## src/rtl/range_tracker_pkg.sv

```systemverilog
// Shared definitions for the range tracker: FSM state encoding and the
// default sample / counter widths used by the top-level parameters.
package range_tracker_pkg;

  localparam int DEF_DATA_W = 10;
  localparam int DEF_CNT_W  = 8;

  typedef enum logic [1:0] {
    ST_IDLE  = 2'd0,
    ST_ACCUM = 2'd1,
    ST_DONE  = 2'd2
  } state_e;

endpackage : range_tracker_pkg

```

## src/rtl/range_tracker_cmp.sv

```systemverilog
// Combinational min/max update: folds one unsigned sample into the current
// running minimum and maximum. Holds no state.
module range_tracker_cmp #(
  parameter int DATA_W = 10
) (
  input  logic [DATA_W-1:0] cur_min,
  input  logic [DATA_W-1:0] cur_max,
  input  logic [DATA_W-1:0] sample,
  output logic [DATA_W-1:0] next_min,
  output logic [DATA_W-1:0] next_max
);

  // Unsigned compare of the sample against the running extremes.
  always_comb begin
    next_min = cur_min;
    next_max = cur_max;
    if (sample < cur_min) begin
      next_min = sample;
    end else begin
      next_min = cur_min;
    end
    if (sample > cur_max) begin
      next_max = sample;
    end else begin
      next_max = cur_max;
    end
  end

endmodule : range_tracker_cmp

```

## src/rtl/range_tracker.sv

```systemverilog
// Range tracker: opens a measurement window on start, folds valid samples
// into a running min/max/count, and publishes registered results one cycle
// after finish. Protocol misuse produces a one-cycle registered error pulse.
module range_tracker
  import range_tracker_pkg::*;
#(
  parameter int DATA_W = DEF_DATA_W,
  parameter int CNT_W  = DEF_CNT_W
) (
  input  logic              clock,
  input  logic              reset,
  input  logic              start,
  input  logic              sample_valid,
  input  logic [DATA_W-1:0] sample_data,
  input  logic              finish,
  output logic              busy,
  output logic              result_valid,
  output logic [DATA_W-1:0] min_out,
  output logic [DATA_W-1:0] max_out,
  output logic [DATA_W-1:0] range_out,
  output logic [CNT_W-1:0]  count_out,
  output logic              error
);

  localparam logic [DATA_W-1:0] DATA_ONES = {DATA_W{1'b1}};
  localparam logic [DATA_W-1:0] DATA_ZERO = {DATA_W{1'b0}};
  localparam logic [CNT_W-1:0]  CNT_MAX   = {CNT_W{1'b1}};
  localparam logic [CNT_W-1:0]  CNT_ZERO  = {CNT_W{1'b0}};

  // Saturating increment: the count sticks at all-ones instead of wrapping.
  function automatic logic [CNT_W-1:0] sat_inc(input logic [CNT_W-1:0] value);
    if (value == CNT_MAX) begin
      return value;
    end else begin
      return value + CNT_W'(1);
    end
  endfunction

  state_e             state_r;
  state_e             state_next_s;
  logic [DATA_W-1:0]  run_min_r;
  logic [DATA_W-1:0]  run_max_r;
  logic [CNT_W-1:0]   cnt_r;
  logic [DATA_W-1:0]  min_next_s;
  logic [DATA_W-1:0]  max_next_s;
  logic [CNT_W-1:0]   cnt_next_s;
  logic [DATA_W-1:0]  cmp_min_s;
  logic [DATA_W-1:0]  cmp_max_s;
  logic               load_result_s;
  logic               err_next_s;
  logic [DATA_W-1:0]  res_min_s;
  logic [DATA_W-1:0]  res_max_s;
  logic [CNT_W-1:0]   res_cnt_s;

  logic               busy_r;
  logic               result_valid_r;
  logic [DATA_W-1:0]  min_out_r;
  logic [DATA_W-1:0]  max_out_r;
  logic [DATA_W-1:0]  range_out_r;
  logic [CNT_W-1:0]   count_out_r;
  logic               error_r;

  range_tracker_cmp #(
    .DATA_W (DATA_W)
  ) u_cmp (
    .cur_min  (run_min_r),
    .cur_max  (run_max_r),
    .sample   (sample_data),
    .next_min (cmp_min_s),
    .next_max (cmp_max_s)
  );

  // Next-state, running-accumulator and error decision for the window FSM.
  always_comb begin
    state_next_s  = state_r;
    min_next_s    = run_min_r;
    max_next_s    = run_max_r;
    cnt_next_s    = cnt_r;
    load_result_s = 1'b0;
    err_next_s    = 1'b0;
    case (state_r)
      ST_IDLE: begin
        if (start && finish) begin
          err_next_s = 1'b1;
        end else if (start) begin
          state_next_s = ST_ACCUM;
          min_next_s   = DATA_ONES;
          max_next_s   = DATA_ZERO;
          cnt_next_s   = CNT_ZERO;
        end else if (finish) begin
          err_next_s = 1'b1;
        end else begin
          state_next_s = ST_IDLE;
        end
      end
      ST_ACCUM: begin
        // A sample arriving with finish still belongs to this window.
        if (sample_valid) begin
          min_next_s = cmp_min_s;
          max_next_s = cmp_max_s;
          cnt_next_s = sat_inc(cnt_r);
        end else begin
          cnt_next_s = cnt_r;
        end
        if (start) begin
          // Covers both start-alone and start-with-finish: keep accumulating.
          err_next_s = 1'b1;
        end else if (finish) begin
          state_next_s  = ST_DONE;
          load_result_s = 1'b1;
          // An empty window is flagged alongside its result pulse.
          err_next_s    = (cnt_next_s == CNT_ZERO);
        end else begin
          state_next_s = ST_ACCUM;
        end
      end
      ST_DONE: begin
        // DONE always returns to IDLE; a start here is silently dropped.
        state_next_s = ST_IDLE;
        if (finish) begin
          err_next_s = 1'b1;
        end else begin
          err_next_s = 1'b0;
        end
      end
      default: begin
        state_next_s = ST_IDLE;
      end
    endcase
  end

  // Result values to publish when the window closes; an empty window reads as zero.
  always_comb begin
    res_min_s = DATA_ZERO;
    res_max_s = DATA_ZERO;
    res_cnt_s = CNT_ZERO;
    if (cnt_next_s != CNT_ZERO) begin
      res_min_s = min_next_s;
      res_max_s = max_next_s;
      res_cnt_s = cnt_next_s;
    end else begin
      res_min_s = DATA_ZERO;
      res_max_s = DATA_ZERO;
      res_cnt_s = CNT_ZERO;
    end
  end

  // State, accumulators and all registered outputs.
  always_ff @(posedge clock or posedge reset) begin
    if (reset) begin
      state_r        <= ST_IDLE;
      run_min_r      <= DATA_ZERO;
      run_max_r      <= DATA_ZERO;
      cnt_r          <= CNT_ZERO;
      busy_r         <= 1'b0;
      result_valid_r <= 1'b0;
      min_out_r      <= DATA_ZERO;
      max_out_r      <= DATA_ZERO;
      range_out_r    <= DATA_ZERO;
      count_out_r    <= CNT_ZERO;
      error_r        <= 1'b0;
    end else begin
      state_r        <= state_next_s;
      run_min_r      <= min_next_s;
      run_max_r      <= max_next_s;
      cnt_r          <= cnt_next_s;
      busy_r         <= (state_next_s == ST_ACCUM);
      result_valid_r <= load_result_s;
      error_r        <= err_next_s;
      if (load_result_s) begin
        min_out_r   <= res_min_s;
        max_out_r   <= res_max_s;
        range_out_r <= res_max_s - res_min_s;
        count_out_r <= res_cnt_s;
      end else begin
        min_out_r   <= min_out_r;
        max_out_r   <= max_out_r;
        range_out_r <= range_out_r;
        count_out_r <= count_out_r;
      end
    end
  end

  assign busy         = busy_r;
  assign result_valid = result_valid_r;
  assign min_out      = min_out_r;
  assign max_out      = max_out_r;
  assign range_out    = range_out_r;
  assign count_out    = count_out_r;
  assign error        = error_r;

endmodule : range_tracker

```

## config.mk

```make
export PLATFORM = sky130hd
export DESIGN_NAME = range_tracker
export DESIGN_NICKNAME = d
export VERILOG_FILES = /design/src/rtl/range_tracker_pkg.sv /design/src/rtl/range_tracker_cmp.sv /design/src/rtl/range_tracker.sv
export SDC_FILE = /design/constraint.sdc
export NUM_CORES = 1
export LEC_CHECK = 0
export BUFFER_PORTS_ARGS = -buffer_cell sky130_fd_sc_hd__buf_2
export CAP_MARGIN = 20
export CORE_MARGIN = 3
export CORE_UTILIZATION = 30
export DETAILED_ROUTE_END_ITERATION = 8
export GPL_ROUTABILITY_DRIVEN = 1
export PLACE_DENSITY_LB_ADDON = 0.15
export SYNTH_ARGS = -nofsm -noshare
export SYNTH_HDL_FRONTEND = slang
export SYNTH_HIERARCHICAL = 1
export SYNTH_SLANG_ARGS = --single-unit
```

## constraint.sdc

```tcl
create_clock -name clock -period 3.84 [get_ports clock]
set_clock_uncertainty 0.1 [all_clocks]
set_input_delay 0.192 -clock clock [delete_from_list [all_inputs] [get_ports clock]]
set_output_delay 0.192 -clock clock [all_outputs]
set_load 0.005 [all_outputs]
```

==> results of run 1 <==
registers in the layout, indices dropped and copies added (netlist names), 2 cells and up:
signal     flops
count_out      8
run_max_r     10
range_out     10
max_out       10
run_min_r     10
state_r        2
cnt_r          8
min_out       10
tightest hold or removal path, cell delays in order:
cell     delay, ns
buf_2         0.12
o21ai_0       0.09
o21ai_0       0.07
cell families (layout without fill, tap and decap cells):
logic type | count (synthesis) | count (layout) | share of synthesized area, %
DFF | 71 | 71 | 40.8
and+or+nand+nor | 148 | 148 | 17.8
adders and majority gates | 30 | 30 | 8.80
buffers and inverters | 55 | 214 | 5.29
AOI/OAI and AO/OA | 99 | 99 | 14.9
muxes | 42 | 42 | 10.6
xor gates and xnor gates | 9 | 9 | 1.81
cell usage after synthesis, drive strengths merged, types with 2 or more instances:
cell type	instances
and3	4
a311o	2
o31ai	6
mux2	32
o41ai	2
nor4	4
or3	2
a211oi	4
nand3	9
nand2	47
xnor2	3
mux2i	10
and2	5
inv	33
xor2	6
nor3b	2
o41a	2
a21oi	17
ha	29
nor2b	7
a31oi	7
nand2b	14
a21o	4
o21a	5
nor2	35
o21ai	38
clkbuf	11
dfrtp	71
a41oi	2
nor3	10
nand4	5
buf	10
placed cells by master (no fill, tap or decap), drive strengths merged, types with 3 or more instances in the layout:
master	instances
buf	164
nand2b	14
xor2	6
clkbuf	10
nor2b	7
and2	5
and3	4
a211oi	4
o21ai	38
o21a	5
mux2i	10
a21o	4
dfrtp	71
clkinv	4
ha	29
a21oi	17
nand4	5
nand2	47
xnor2	3
nor4	4
nor2	35
inv	33
nand3	9
a31oi	7
mux2	32
nor3	10
o31ai	6
what timing repair did:
item / CTS / global route
gates resized for setup: 31 / 25
endpoints found under the hold margin: 14 / 0
endpoints found under the setup margin: 4 / 7
hold buffers: 1 / 0
pin swaps: 4 / 10
setup buffers: 25 / 9
how the worst min path moves through the flow:
| stage | endpoint | depth (start not counted) |
|---|---|---|
| 2_1_floorplan | error | 2 |
| 3_3_place_gp | count_out[5] | 2 |
| 3_5_place_dp | count_out[5] | 2 |
| 4_1_cts | error | 3 |
| 5_1_grt | error | 3 |
| 6_report | error | 3 |
through the flow:
step	hold slack [ns]	power, mW	utilization [%]
floorplan	0.222	2.53	-
global placement	0.0572	3.48	38.2
detailed placement	0.0684	3.50	38.2
CTS	0.0678	4.81	42.7
global route	0.136	5.42	44.1
finish	0.0845	5.03	44.1
routing by layer:
metal	vias up	GRT usage (%)	wire, um
li1	1895	-	-
met3	9	2.65	449
met4	0	4.35	130
met1	1823	23.3	6330
met2	69	22.4	5270
met5	-	0	0
area by class of cell:
cell class,instances,area (sq um)
clock buffers,10,239
clock inverters,5,82.6
fillers,1353,7850
inverters,34,128
multi-input cells,328,2610
flip-flops and latches,71,1780
well taps,180,225
repair buffers,165,1120
power breakdown:
group          internal, mW  leakage (nW)  switching [mW]
registers              1.01         0.899           0.156
logic                  1.63          2.07            1.32
clock network         0.584         0.159           0.325
total                  3.22          3.12            1.81
==> flow_metrics.py, run 1 <==
metrics = {
    "yosys": {
        "synth_top_area_share_pct": 40.8,
        "ys_ff_latch": 71,
        "yosys.area.top_type": "dfrtp_1",
        "synth.top_cells.by_area": "dfrtp_1 41%, ha_1 8.3%, mux2_2 8.3%, o21ai_0 4.3%, nand2_1 4.1%",
        "seq_area_frac_synth_pct": 40.8,
        "ys_types": 56,
        "synth_area_per_cell_sq_um": 9.59,
        "async_reset_ff_share_pct": 100,
        "syn_nets": 499,
        "syn_inst": 454,
        "syn-cell-area_sq_um": 4350,
        "yosys_warnings": 6,
        "synth_flop_cell": "dfrtp_1",
        "synth_edf_count": 0,
    },
    "die": {
        "rows": 43,
        "pin_count": 56,
        "initial_core_util_pct": 31.0,
        "die_x_um": 126,
        "dieArea_sq_um": 16000,
        "die_h_um": 126,
        "fp.coreArea_sq_um": 14000,
    },
    "layout": {
        "layout-drive-gt1-share_pct": 44.0,
        "final_cells": 793,
        "n_antenna_cell": 0,
        "fin_nets": 654,
        "stdcell_area_sq_um": 6190,
        "area_growth_syn_to_layout_pct": 42.2,
    },
    "clock_tree": {
        "cts.sinks": 71,
        "tritoncts": "yes",
        "root_buffer": "clkbuf_16",
        "cts.clk_slew.worst_paths_ns": 0.06,
        "htreeDepth": 3,
        "cts_buffers": 9,
        "clockBufferDepth": 2,
        "worstSkewPairLatency_ns": 0.33,
    },
    "timing": {
        "post-route-period-util_pct": 101,
        "hold_viol": 0,
        "rsz0062_at_grt": "yes",
        "worst_pin_slew_ns": 0.761,
        "fmax_mhz": 258,
        "relSlewSlack_pct": 49.3,
        "min_period_ns": 3.88,
        "worst_slack_ns": -0.0390,
        "drv_slew": 0,
        "setup_viol": 3,
        "fin_setup_tns_ns": -0.0598,
    },
    "min_path": {
        "hold_class": "in -> reg",
        "holdCritStartpoint": "start",
    },
    "critical_path": {
        "crit_fanout": 4,
        "reg2reg_to": "range_out[9]",
        "crit_path_cell_trace": "inv_1, ha_1, nand2_1, o21a_1, a32o_2, a31oi_4, buf_6, mux2_4, mux2i_4, nor3_2, ha_1, and2_1, a311o_1, o41a_1, a31oi_1, xor2_1, o21ai_1",
        "worstSetupStartpointType": "flip-flop",
        "endpoint": "range_out[9]",
        "crit_top_cell": "ha_1",
        "reg2reg_setup_slack_ns": -0.04,
        "cp_top_family": "compound AO/OA/AOI/OAI gates",
        "path_buf_inv": 2,
        "reg2reg_from": "run_max_r[8]",
        "critical_path_depth": 17,
        "cp.arrival_ns": 3.98,
        "slowest_delay_ns": 0.37,
        "worstPathRequired_ns": 3.94,
        "critPathKind": "reg -> reg",
        "r2r_cells": 17,
        "crit_path_top_delay_cell": "dfrtp_1",
        "end_kind": "flip-flop",
        "worstSetupStartpoint": "run_max_r[8]",
    },
    "route": {
        "routedWlPerCell_um": 15.4,
        "via_count": 3796,
        "vias_per_cell": 4.79,
        "wl_um": 12200,
        "drc": 0,
        "first_pass_iters": 4,
        "drtIter0Drc": 162,
        "drtAntennaViolNets": 0,
    },
    "global_route": {
        "track_usage_pct": 15.3,
        "overflow": 0,
        "grt_pass1_vias": 3873,
        "grt_first_pass_wirelength_um": 19800,
        "antenna_found_initial": 0,
        "grt_max_degree": 58,
    },
    "outcome": {
        "violations": "negative setup slack",
        "outcome": "complete, but fails checks",
    },
    "place": {
        "placedCellCount": 745,
        "dp_hpwl_um": 8730,
        "dpl_cell_area_sq_um": 5360,
        "pre_cts_ws_ns": -0.211,
        "port_buffers": 55,
        "gp_congestion": 0.851,
    },
    "power": {
        "pwr_density_cell_nw_per_um2": 812,
        "leakage_nw": 3.12,
        "ir_drop_mv": 0.366,
    },
    "flow_run": {
        "maxCapViolations": 0,
    },
}
(Power assumes the default switching activity.)
==> run 2: changes to the inputs <==
--- a/config.mk
+++ b/config.mk
@@ -11,6 +11,7 @@
 export CORE_UTILIZATION = 30
 export DETAILED_ROUTE_END_ITERATION = 8
 export GPL_ROUTABILITY_DRIVEN = 1
+export MAX_ROUTING_LAYER = met4
 export PLACE_DENSITY_LB_ADDON = 0.15
 export SYNTH_ARGS = -nofsm -noshare
 export SYNTH_HDL_FRONTEND = slang
==> flow_metrics.py, run 2 (synthesis gave the netlist of run 1 again) <==
metrics = {
    "outcome": {
        "outcome": "complete, but fails checks",
        "violations": "negative setup slack",
    },
    "place": {
        "port_buffers": 55,
        "gp_congestion": 0.860,
        "dp_hpwl_um": 9180,
        "dpl_cell_area_sq_um": 5420,
    },
    "power": {
        "finalPower_mw": 4.74,
        "pwr_density_cell_nw_per_um2": 768,
        "ir_drop_mv": 0.306,
        "leakage_nw": 3.05,
    },
    "clock_tree": {
        "root_buffer": "clkbuf_16",
        "tritoncts": "yes",
        "cts.sinks": 71,
        "clockBufferDepth": 2,
        "htreeDepth": 3,
        "cts.clk_slew.worst_paths_ns": 0.06,
        "worstSkewPairLatency_ns": 0.33,
        "cts_buffers": 9,
    },
    "critical_path": {
        "worstPathRequired_ns": 3.94,
        "slowest_delay_ns": 0.37,
        "crit_fanout": 4,
        "worstSetupStartpointType": "flip-flop",
        "path_buf_inv": 3,
        "crit_path_cell_trace": "inv_1, ha_1, nand4_1, a211oi_2, nor4_4, buf_4, mux2_4, o21ai_1, inv_1, nand2b_1, ha_1, a21o_1, a311o_1, o41a_1, a31oi_1, xor2_1, o21ai_1",
        "end_kind": "flip-flop",
        "crit_path_top_delay_cell": "a311o_1",
        "r2r_cells": 17,
        "reg2reg_setup_slack_ns": -0.003,
        "reg2reg_from": "run_min_r[9]",
        "cp_top_family": "compound AO/OA/AOI/OAI gates",
        "critPathKind": "reg -> reg",
        "reg2reg_to": "range_out[9]",
        "cp.arrival_ns": 3.94,
    },
    "layout": {
        "final_util_pct": 44.0,
        "area_growth_syn_to_layout_pct": 41.9,
        "layout_commonest_cell": "buf_4",
        "n_antenna_cell": 0,
        "fin_nets": 650,
        "final_cell_mix": "101 x buf_4, 69 x dfrtp_1, 55 x buf_2, 44 x nand2_1, 33 x nor2_1",
        "n_fill_cell": 1370,
        "layout-drive-gt1-share_pct": 44.6,
        "stdcell_area_sq_um": 6170,
    },
    "route": {
        "drtIter0Drc": 162,
        "drtAntennaViolNets": 0,
        "routedWlPerCell_um": 16.0,
        "drc": 0,
        "vias_per_cell": 4.83,
        "first_pass_iters": 4,
        "via_count": 3818,
        "wl_um": 12600,
    },
    "min_path": {
        "hold_path_depth": 3,
        "hold_class": "in -> reg",
        "holdCritStartpoint": "start",
        "min_to": "error",
    },
    "timing": {
        "hold_viol": 0,
        "relSlewSlack_pct": 48.7,
        "min_period_ns": 3.84,
        "fmax_mhz": 260,
        "setup_viol": 1,
        "post-route-period-util_pct": 100,
        "worst_pin_slew_ns": 0.765,
        "rsz0062_at_grt": "yes",
        "drv_slew": 0,
        "worst_slack_ns": -0.00300,
    },
    "die": {
        "rows": 43,
        "pin_count": 56,
        "die_x_um": 126,
        "initial_core_util_pct": 31.0,
        "fp.coreArea_sq_um": 14000,
        "dieArea_sq_um": 16000,
        "die_h_um": 126,
    },
    "global_route": {
        "track_usage_pct": 16.5,
        "overflow": 0,
        "grt_max_degree": 49,
        "antenna_found_initial": 0,
        "grt_first_pass_wirelength_um": 20400,
        "grt_pass1_vias": 3822,
    },
    "flow_run": {
        "maxCapViolations": 0,
    },
}
## run 2: metrics by stage
stage               setup TNS (ns)  setup WS [ns]  hold WS (ns)  cells
floorplan                        0        0.00482         0.222    454
global placement            -0.253         -0.137         0.363    752
detailed placement          -0.374         -0.191         0.365    752
CTS                        -0.0176       -0.00923        0.0388    782
global route                -0.621         -0.239         0.146    790
finish                    -0.00300       -0.00300         0.110    790
## run 2: repair_timing
item / 4_1_cts / 5_1_grt
endpoints found under the setup margin: 4 / 5
pin swaps: 5 / 5
hold buffers: 0 / 1
gates cloned: 1 / 0
hold endpoints to repair: 0 / 11
buffers inserted: 14 / 6
resized for setup: 27 / 37
## run 2: final cells by class
cell class / count / area [sq um] / share of cell area [%]
multi-input cells: 329 / 2660 / 43.1
flip-flops and latches: 71 / 1780 / 28.8
repair buffers: 160 / 1090 / 17.6
clock buffers: 13 / 250 / 4.05
well taps: 180 / 225 / 3.65
inverters: 34 / 128 / 2.07
clock inverters: 3 / 42.5 / 0.689
## run 2: worst max-delay path by stage
stage | from | end | slack [ns] | cells past startpoint
global route | run_min_r[2] | range_out[9] | -0.24 | 18
CTS | run_min_r[8] | range_out[9] | -0.009 | 18
global placement | cnt_r[4] | range_out[8] | -0.14 | 16
detailed placement | run_max_r[9] | range_out[8] | -0.19 | 20
floorplan | run_min_r[7] | range_out[8] | 0.005 | 18
finish | run_min_r[9] | range_out[9] | -0.003 | 17
## run 2: routing by layer
metal / up-vias / wire length [um] / GRT usage (%)
met5: - / 0 / -
met4: 0 / 135 / 4.10
met1: 1846 / 6490 / 24.3
li1: 1896 / - / -
met2: 64 / 5580 / 24.0
met3: 12 / 422 / 2.48
## run 2: worst register-to-register path: cells and delay by family (launching register included)
family	cells	cell delay (ns)
simple gates	3	0.42
fa+ha+maj	2	0.56
buf+inv	3	0.31
flops	1	0.34
compound gates	7	1.55
xor+xnor	1	0.15
mux	1	0.29
## run 2: power breakdown
group / switching, mW / total [mW] / internal [mW]
Combinational: 1.28 / 2.75 / 1.46
Clock: 0.313 / 0.834 / 0.521
Sequential: 0.150 / 1.16 / 1.01
